--- src/rtl/mux_merge.sv ---
// Two-input valid/ready stream merger with a registered output that tags each word with its source.
// Optional MUX_MERGE_FIXED_PRIO_EN: in0 always wins contention instead of round-robin.
module mux_merge #(
    parameter int unsigned WIDTH = 16
) (
    input  logic             clk,
    input  logic             reset,
    input  logic             in0_valid,
    input  logic [WIDTH-1:0] in0_data,
    output logic             in0_ready,
    input  logic             in1_valid,
    input  logic [WIDTH-1:0] in1_data,
    output logic             in1_ready,
    output logic             out_valid,
    output logic [WIDTH-1:0] out_data,
    output logic             out_sel,
    input  logic             out_ready
);

    typedef enum logic {
        EMPTY = 1'b0,
        FULL  = 1'b1
    } state_t;

    state_t           state;
    state_t           state_next;
    logic             can_load;
    logic             grant_valid;
    logic             g;
    logic             load;
    logic [WIDTH-1:0] data_q;
    logic             sel_q;

    assign grant_valid = in0_valid || in1_valid;

`ifdef MUX_MERGE_FIXED_PRIO_EN
    // in0 takes every contention; in1 only wins when in0 is idle
    assign g = !in0_valid;
`else
    logic last_grant;

    // Starts at 1 so in0 wins the first contention after reset
    always_ff @(posedge clk or posedge reset) begin
        if (reset) begin
            last_grant <= 1'b1;
        end else if (load) begin
            last_grant <= g;
        end
    end

    assign g = (in0_valid && in1_valid) ? !last_grant : !in0_valid;
`endif

    assign can_load  = (state == EMPTY) || out_ready;
    assign load      = can_load && grant_valid;
    assign in0_ready = can_load && in0_valid && !g;
    assign in1_ready = can_load && in1_valid && g;

    always_ff @(posedge clk or posedge reset) begin
        if (reset) begin
            state <= EMPTY;
        end else begin
            state <= state_next;
        end
    end

    // A load always leaves the register full; a drain without a load empties it
    always_comb begin
        state_next = state;
        case (state)
            EMPTY: begin
                if (load) begin
                    state_next = FULL;
                end
            end
            FULL: begin
                if (!load && out_ready) begin
                    state_next = EMPTY;
                end
            end
            default: state_next = EMPTY;
        endcase
    end

    always_ff @(posedge clk or posedge reset) begin
        if (reset) begin
            data_q <= '0;
            sel_q  <= 1'b0;
        end else if (load) begin
            data_q <= g ? in1_data : in0_data;
            sel_q  <= g;
        end
    end

    assign out_valid = (state == FULL);
    assign out_data  = data_q;
    assign out_sel   = sel_q;

endmodule
--- config.mk ---
export PLATFORM = sky130hd
export DESIGN_NAME = mux_merge
export DESIGN_NICKNAME = d
export VERILOG_FILES = /design/src/rtl/mux_merge.sv
export SDC_FILE = /design/constraint.sdc
export NUM_CORES = 1
export LEC_CHECK = 0
export CORE_UTILIZATION = 40
export CTS_BUF_LIST = sky130_fd_sc_hd__clkbuf_2 sky130_fd_sc_hd__clkbuf_4 sky130_fd_sc_hd__clkbuf_8
export DETAILED_ROUTE_END_ITERATION = 7
export GPL_ROUTABILITY_DRIVEN = 0
export PLACE_DENSITY = 0.92
export SETUP_SLACK_MARGIN = 0.5
export SYNTH_ARGS = -nofsm -noshare
export SYNTH_HDL_FRONTEND = slang
export SYNTH_SLANG_ARGS = --single-unit
--- constraint.sdc ---
create_clock -name clk -period 2.9 [get_ports clk]
set_input_delay 0.87 -clock clk [delete_from_list [all_inputs] [get_ports clk]]
set_output_delay 0.87 -clock clk [all_outputs]
set_load 0.02 [all_outputs]
==> impl_metrics.tcl, run 1 <==
set metrics [dict create \
    swShare_pct 33.25 \
    routed_via_density 5.646 \
    fin_setup_tns_ns 0 \
    layout-drive-gt1-share_pct 20.24 \
    first_global_vias 1099 \
    seqPwrFrac_pct 40.8 \
    cp.buffers_inverters 2 \
    die_w_um 53.26 \
    drt_iter0_drc 35 \
    grt_remaining_overflow 0 \
    synth_fp_nets 147 \
    cts_buffers 3 \
    syn_area_um2 1051 \
    place_hpwl_mm 2.212 \
    cp_top_family "buffers and inverters" \
    clockPowerShare_pct 17.1 \
    setup_violations 0 \
    p_per_area_nw_per_um2 484.1 \
    io_buffer_count 56 \
    ios 57 \
    area_delta_synth_final_pct 62.14 \
    p_switching_w 0.0002743 \
    cts_buffer_depth 2 \
    num_vias 1118 \
    critPathLaunchType "input port" \
    crit_slowest_cell "clkdlybuf4s15_2" \
    cp.required_ns 2.03 \
    r2r_start "last_grant" \
    hold_viol_final 0 \
    grt_util_all_layers_pct 23.81 \
    clkLatencyLatePin_ns 0.29 \
    path_cells "clkdlybuf4s15_2 -> nand2b_4 -> and3_4 -> buf_6" \
    hold_start "out_sel" \
    comb_power_share_pct 42.1 \
    arrival_ns 1.50 \
    drt_pass1_iterations 4 \
    syn_area_per_cell_um2 9.555 \
    drc 0 \
    routedWlPerCell_um 15.13 \
    nets 206 \
    fin_crit_ns 2.370 \
    core_area_um2 2477 \
    final_cells 198 \
    slew_violations 0 \
    clk_pin_slew_worst_paths_ns 0.11 \
    setup.worst_path.end "in0_ready" \
    fmax_mhz 422.0 \
    hp-class "reg -> reg" \
    crit_cells 4 \
    crit_start "in1_valid" \
    clock_skew_ns 0.002969 \
    grt_start_max_net_pins 20 \
    r2r_setup_slack_ns 1.40 \
    ant_nets 0 \
    initial_core_util_pct 42.42 \
    routed_wl_mm 2.996 \
    power_w 0.0008250 \
    slew_headroom_pct 51.43 \
    utilization_pct 68.79 \
    crit_type "in -> out" \
    dp_cells 192 \
    end_kind "output port" \
    yosysWarnings 0 \
    tightestPinTransition_ns 0.7277 \
    num_rows 18 \
    antenna_cells 0 \
    htreeDepth 1 \
    die_y_um 53.26 \
    finalCritPeriodShare_pct 81.71 \
    cts_hold_buffers 0 \
    critPathMaxFanout 3 \
    rr_worst_depth 3 \
    cts-root-buf "clkbuf_4" \
    max_stage_delay_ns 0.23 \
    power_leakage_nw 0.6571 \
    synth_cell_types 20 \
    whs_path_depth 2 \
    r2r_end "out_data[12]" \
    status "completed" \
    ys_ff_latch 19 \
    maxCapViolations 0 \
    p_int_w 0.0005507 \
    grt_setup_unrepaired "no" \
    fin_hold_ws_ns 0.5313 \
    cts_tree "built" \
    clock_sinks 19 \
    antenna_found_initial 0 \
    dieArea_um2 2837 \
    ir_drop_v 0.0003022 \
    syn_inst 110 \
    grt_first_pass_wirelength_mm 4.774 \
    yosysSeqAreaShare_pct 45.36 \
]
==> synthesized netlist by cell type, drive strengths merged <==
cell / instances / area share (%)
a21oi: 19 / 9.0
dfrtp: 18 / 43
a31oi: 17 / 17
nand3: 16 / 7.6
o21ai: 16 / 7.6
clkbuf: 7 / 2.5
buf: 5 / 5.0
nand2b: 3 / 1.8
inv: 2 / 0.71
and2: 1 / 0.83
and2b: 1 / 0.71
and3: 1 / 0.60
dfstp: 1 / 2.5
nand2: 1 / 0.36
nor2: 1 / 0.36
or2: 1 / 0.60
==> cell type report <==
| class | instances | area (um2) |
|---|---|---|
| clock buffer | 4 | 30.03 |
| fill | 208 | 773.2 |
| inverter | 2 | 7.507 |
| multi-input combinational | 77 | 514.2 |
| sequential | 19 | 476.7 |
| tap | 30 | 37.54 |
| timing repair buffer | 66 | 638.1 |
==> worst reg2reg max path, stage by stage, from the launching register on <==
cell and delay, ns:
dfstp_2 0.57, and2b_1 0.33, o21ai_0 0.36, a31oi_4 0.12
==> worst min path at each step <==
| stage | end | slack (ns) |
|---|---|---|
| after floorplan | last_grant | 0.51 |
| after global placement | out_sel | 0.48 |
| after detailed placement | out_sel | 0.52 |
| after CTS | out_sel | 0.55 |
| after global routing | out_data[13] | 0.60 |
| final | out_sel | 0.53 |
==> repair_timing <==
item                                   CTS  global route
resized for setup                       22             0
setup endpoints to repair                2             0
endpoints found under the hold margin    0             0
buffers inserted                         2             0
==> per-stage QoR <==
stage | setup slack, ns | area [um2]
6_report | 0.5304 | 1704
2_1_floorplan | 0.5189 | 1057
5_1_grt | 0.5119 | 1704
3_3_place_gp | -0.2467 | 1634
3_5_place_dp | -0.2734 | 1634
4_1_cts | 0.5382 | 1704
==> sequential cells by signal, indices dropped and copies added (netlist names) <==
signal      flops
out_data       16
last_grant      1
out_sel         1
out_valid       1
==> cells by family after synthesis <==
kind of cell / share of synthesized area, %
simple gates: 12.86
buf+inv: 8.215
flops: 45.36
compound gates: 33.57
==> layout by cell type (no fill, tap or decap) <==
cell and n:
clkdlybuf4s50_1 51, a21oi_1 18, dfrtp_1 18, o21ai_0 16, nand3_1 16, buf_4 10, a31oi_2 9, a31oi_1 7
clkbuf_4 4, inv_1 2, nand2b_4 2, buf_6 2, and2b_1 1, or2_1 1, and2_4 1, and3_4 1
nand2_2 1, a21oi_2 1, nand2b_1 1, a31oi_4 1, nor2_1 1, dlygate4sd2_1 1, clkdlybuf4s15_2 1, clkdlybuf4s15_1 1
dfstp_2 1
==> routing by layer <==
| metal | GRT usage (%) | up-vias | part of all wire (%) |
|---|---|---|---|
| met2 | 43.96 | 61 | 53 |
| met1 | 26.20 | 529 | 38 |
| met4 | 7.895 | 0 | 1.7 |
| met5 | 0 | - | 0 |
| li1 | - | 520 | - |
| met3 | 5.460 | 8 | 6.9 |
==> power by group through the flow <==
| stage | logic (W) | clock network (W) | registers [W] |
|---|---|---|---|
| after global routing | 0.000373 | 0.000159 | 0.000341 |
| after global placement | 0.000327 | 0 | 0.000338 |
| after floorplan | 0.000128 | 0 | 0.000388 |
| after CTS | 0.000348 | 0.000145 | 0.000337 |
| final | 0.000347 | 0.000141 | 0.000336 |
| after detailed placement | 0.000337 | 0 | 0.000341 |
Note: power is estimated with default switching activity, not from simulation.
==> run 2: changes to the inputs <==
Settings changed: CORE_UTILIZATION 40 to 36, PLACE_DENSITY 0.92 to 0.88.
Clock period 2.9 ns to 1.94 ns, I/O delays scaled along.
==> run 2 against run 1 <==
Compared with the run above: combinational power is 120% higher; clock-buffer cell count down 1; final cell count increased by 15%; first-iteration DRC count up 83%; worst hold slack improved by 0.028 ns; global-route usage increased by 0.40 points.
==> impl_metrics.tcl, run 2 (synthesized netlist as in run 1, its figures left out) <==
set metrics [dict create \
    status "completed" \
    multiInputGateArea_um2 695.7 \
    grt_start_max_net_pins 21 \
    fin_area_um2 2161 \
    core_area_um2 2758 \
    cts_tree "built" \
    finalCritPeriodShare_pct 98.01 \
    fmax_mhz 525.9 \
    grt_setup_unrepaired "yes" \
    cts_buffer_depth 2 \
    nets 234 \
    slew_violations 0 \
    finalWorstSetupSlack_ns 0.03864 \
    fin_crit_ns 1.901 \
    grt_util_all_layers_pct 24.21 \
    drc 0 \
    initial_core_util_pct 38.11 \
    first_global_vias 1212 \
    num_vias 1271 \
    ir_drop_v 0.0005713 \
    routed_wl_mm 4.218 \
    nFillCells 168 \
    arrival_ns 1.32 \
    clk_pin_slew_worst_paths_ns 0.12 \
    cts_buffers 3 \
    slew_headroom_pct 70.22 \
    crit_start "last_grant" \
    power_leakage_nw 0.8734 \
    end_kind "output port" \
    area_delta_synth_final_pct 105.6 \
    rr_worst_depth 5 \
    num_rows 19 \
    ant_nets 0 \
    clock_skew_ns 0.01750 \
    grt_remaining_overflow 0 \
    layout_commonest_cell "clkdlybuf4s50_1" \
    routed_via_density 5.599 \
    htreeDepth 1 \
    drt_iter0_drc 64 \
    grt_first_pass_wirelength_mm 5.913 \
    placedInstanceArea_um2 1737 \
    power_w 0.001491 \
    final_cell_mix "33 x clkdlybuf4s50_1, 29 x buf_4, 23 x buf_6" \
    clock_sinks 19 \
    r2r_setup_slack_ns 0.49 \
    clkLatencyLatePin_ns 0.31 \
    pre_cts_slack_ns -0.6736 \
    critPathLaunchType "flip-flop" \
    setup.worst_path.end "in0_ready" \
    ff_latch_area_um2 476.7 \
    cp.required_ns 1.36 \
    io_buffer_count 56 \
    p_per_area_nw_per_um2 690.1 \
    dieArea_um2 3139 \
    maxCapViolations 0 \
    antenna_cells 0 \
    critPathMaxFanout 4 \
    setup_violations 0 \
    die_w_um 56.03 \
    hp-class "in -> async" \
    cts_hold_buffers 0 \
    tightestPinTransition_ns 0.4462 \
    place_hpwl_mm 2.429 \
    largest_reg_flops 16 \
    hold_viol_final 0 \
    fin_setup_tns_ns 0 \
    ios 57 \
    layout-drive-gt1-share_pct 52.55 \
    crit_type "reg -> out" \
    r2r_end "out_data[0]" \
    r2r_start "last_grant" \
    routedWlPerCell_um 18.58 \
    drt_pass1_iterations 4 \
    die_y_um 56.03 \
    cts-root-buf "clkbuf_4" \
    antenna_found_initial 0 \
]
## run 2: critical path: stages, from the launching register on
cell	delay, ns
dfstp_2	0.56
nand2b_4	0.15
and3_4	0.19
buf_6	0.11
## run 2: what timing repair did
action	CTS	global route
cloned	2	0
setup buffers	9	12
resized for setup	144	42
hold endpoints to repair	0	0
setup endpoints to repair	38	36
pin swaps	6	2
## run 2: per-stage QoR
stage | util (%) | hold WS [ns] | std cells
finish | 78.36 | 0.5594 | 227
global route | 78.36 | 0.5968 | 227
CTS | 68.74 | 0.5603 | 215
detailed placement | 62.98 | 0.5238 | 200
global placement | 62.98 | 0.4883 | 200
floorplan | - | 0.5063 | 110
## run 2: how the worst min path moves through the flow
stage              endpoint  slack [ns]    startpoint
4_1_cts        out_data[10]        0.56  out_data[10]
2_1_floorplan    last_grant        0.51    last_grant
6_report       out_data[11]        0.56         reset
5_1_grt        out_data[11]        0.60         reset
3_5_place_dp        out_sel        0.52       out_sel
3_3_place_gp        out_sel        0.49       out_sel
## run 2: final cells by class
type | count | share of cell area (%)
Timing Repair Buffer | 93 | 42.33
Clock buffer | 3 | 1.042
Clock inverter | 1 | 0.2316
Multi-Input combinational cell | 78 | 32.19
Tap cell | 31 | 1.795
Sequential cell | 19 | 22.06
Inverter | 2 | 0.3474
## run 2: metal layers
layer | wire, um | share of wire (%) | global-route usage [%] | vias up
met1 | 1680 | 40 | 30.22 | 633
met4 | 104 | 2.5 | 9.408 | 0
li1 | - | - | - | 576
met5 | 0 | 0 | 0 | -
met3 | 177 | 4.2 | 4.186 | 11
met2 | 2255 | 53 | 41.50 | 51
## run 2: power by group
part	internal (W)	total, W	switching, W
clock	0.0000769	0.000205	0.000128
sequential	0.000464	0.000517	0.0000532
combinational	0.000417	0.000769	0.000352
==> run 3: changes to the inputs <==
Settings changed: SKIP_LAST_GASP set to 1.
Clock period 1.94 ns to 1.6 ns, I/O delays scaled along.
==> run 3 against run 2 <==
Compared with the run above: the run now ends with setup timing left; routed wire length up 15%; sequential power rose by 21%; design area increased by 9.4%; register-to-register slack lost 0.43 ns; clock-buffer cell count unchanged; clock power is 39% higher; critical path depth is the same; die area unchanged; worst hold slack lost 0.084 ns; sequential share of layout area fell by 1.9 points; via count is 4.0% higher; largest cell class unchanged; largest power group unchanged.
==> impl_metrics.tcl, run 3 (synthesized netlist as in run 1, its figures left out) <==
set metrics [dict create \
    cp_top_family "flip-flops" \
    crit_slowest_cell "dfstp_2" \
    drc 0 \
    finalWorstSetupSlack_ns -0.2004 \
    grt_util_all_layers_pct 28.45 \
    fin_crit_ns 1.800 \
    core_area_um2 2758 \
    area_delta_synth_final_pct 124.9 \
    tightestPinTransition_ns 0.2978 \
    cp.required_ns 1.12 \
    hold_viol_final 0 \
    nFillCells 126 \
    r2r_end "out_data[1]" \
    final_cells 233 \
    clock_sinks 19 \
    grt_remaining_overflow 0 \
    cts_hold_buffers 0 \
    drt_iter0_drc 43 \
    slew_violations 0 \
    power_leakage_nw 0.9561 \
    status "finished with violations" \
    setup_violations 3 \
    num_rows 19 \
    nets 240 \
    io_buffer_count 56 \
    cts-root-buf "clkbuf_4" \
    finalCritPeriodShare_pct 112.5 \
    ant_nets 0 \
    layout_commonest_cell "clkdlybuf4s50_1" \
    cts_buffers 3 \
    first_global_vias 1395 \
    fin_hold_ws_ns 0.4749 \
    ios 57 \
    ir_drop_v 0.0007936 \
    dp_cells 204 \
    end_kind "output port" \
    cts_buffer_depth 2 \
    clkLatencyLatePin_ns 0.33 \
    hp-class "in -> async" \
    drt_pass1_iterations 4 \
    r2r_setup_slack_ns 0.06 \
    clock_skew_ns 0.008477 \
    grt_setup_unrepaired "yes" \
    cp.buffers_inverters 1 \
    dieArea_um2 3139 \
    num_vias 1322 \
    place_hpwl_mm 2.454 \
    max_stage_delay_ns 0.56 \
    crit_type "reg -> out" \
    rr_worst_depth 7 \
    die_y_um 56.03 \
    p_per_area_nw_per_um2 823.1 \
    ff_latch_area_um2 476.7 \
    antenna_cells 0 \
    final_cell_mix "33 x clkdlybuf4s50_1, 29 x buf_6, 28 x buf_4" \
    routed_via_density 5.674 \
    grt_first_pass_wirelength_mm 6.644 \
    routed_wl_mm 4.855 \
    largest_reg_flops 16 \
    initial_core_util_pct 38.11 \
    fmax_mhz 555.4 \
    grt_start_max_net_pins 20 \
    r2r_start "last_grant" \
    critPathLaunchType "flip-flop" \
    maxCapViolations 0 \
    layout-drive-gt1-share_pct 59.41 \
    path_cells "nand2b_4 -> and3_4 -> buf_6" \
    htreeDepth 1 \
    arrival_ns 1.32 \
    violations "setup timing" \
    cts_tree "built" \
    multiInputGateArea_um2 790.8 \
    critPathMaxFanout 2 \
    die_w_um 56.03 \
    slew_headroom_pct 80.15 \
    antenna_found_initial 0 \
    clk_pin_slew_worst_paths_ns 0.14 \
    routedWlPerCell_um 20.84 \
]
-- run 3: cell count changes in the layout (fill, tap and decap cells not counted), moves of 5 or more --
cell	before	now
a21oi_2	9	2
buf_6	23	29
o21ai_2	5	10
nand3_2	0	8
o21ai_1	8	3
a21oi_1	7	16
nand3_4	0	6
nand3_1	16	2
-- run 3: layout make-up --
class | count | area share (%)
Tap cell | 31 | 1.641
Inverter | 2 | 0.3176
Clock buffer | 3 | 0.9529
Clock inverter | 1 | 0.2118
Multi-Input combinational cell | 78 | 33.46
Sequential cell | 19 | 20.17
Timing Repair Buffer | 99 | 43.25
-- run 3: worst max-delay path by stage --
stage                     startpoint   endpoint  slack, ns  cells past startpoint
after floorplan            out_ready  in1_ready       0.15                      4
after global placement     in1_valid  in0_ready      -0.79                      4
after detailed placement   in1_valid  in0_ready      -0.83                      4
after CTS                 last_grant  in0_ready      -0.18                      3
after global routing      last_grant  in0_ready      -0.25                      3
final                     last_grant  in0_ready      -0.20                      3
-- run 3: where the power goes --
part,internal [W],switching [W]
Sequential,0.000562,0.0000623
Clock,0.0000938,0.000191
Combinational,0.000559,0.000477
Total,0.00122,0.000730
-- run 3: routing by layer --
layer  track usage (%)  vias up  routed length [um]
met5                 0        -                   0
met4             20.56        0                 229
met3             3.721       20                 197
met2             50.00       56                2695
met1             31.16      651                1733
li1                  -      595                   -
-- run 3: stage by stage --
step	setup WS, ns	setup TNS [ns]	power (W)	cell area [um2]	utilization (%)
5_1_grt	-0.2481	-0.5016	0.002013	2364	85.71
4_1_cts	-0.1807	-0.3285	0.001750	2103	76.27
3_3_place_gp	-0.7905	-9.622	0.001268	1778	64.47
6_report	-0.2004	-0.3780	0.001946	2364	85.71
3_5_place_dp	-0.8311	-10.76	0.001291	1778	64.47
2_1_floorplan	0.1500	0	0.0009723	1154	-
-- run 3: tightest hold or removal path, stage by stage --
cell and delay, ns:
clkdlybuf4s50_1 0.40, inv_1 0.06, buf_4 0.26
-- run 3: what timing repair did --
item,CTS,global route
pin swaps,17,18
endpoints found under the setup margin,39,39
gates cloned,1,1
gates resized for setup,183,30
setup buffers,15,8
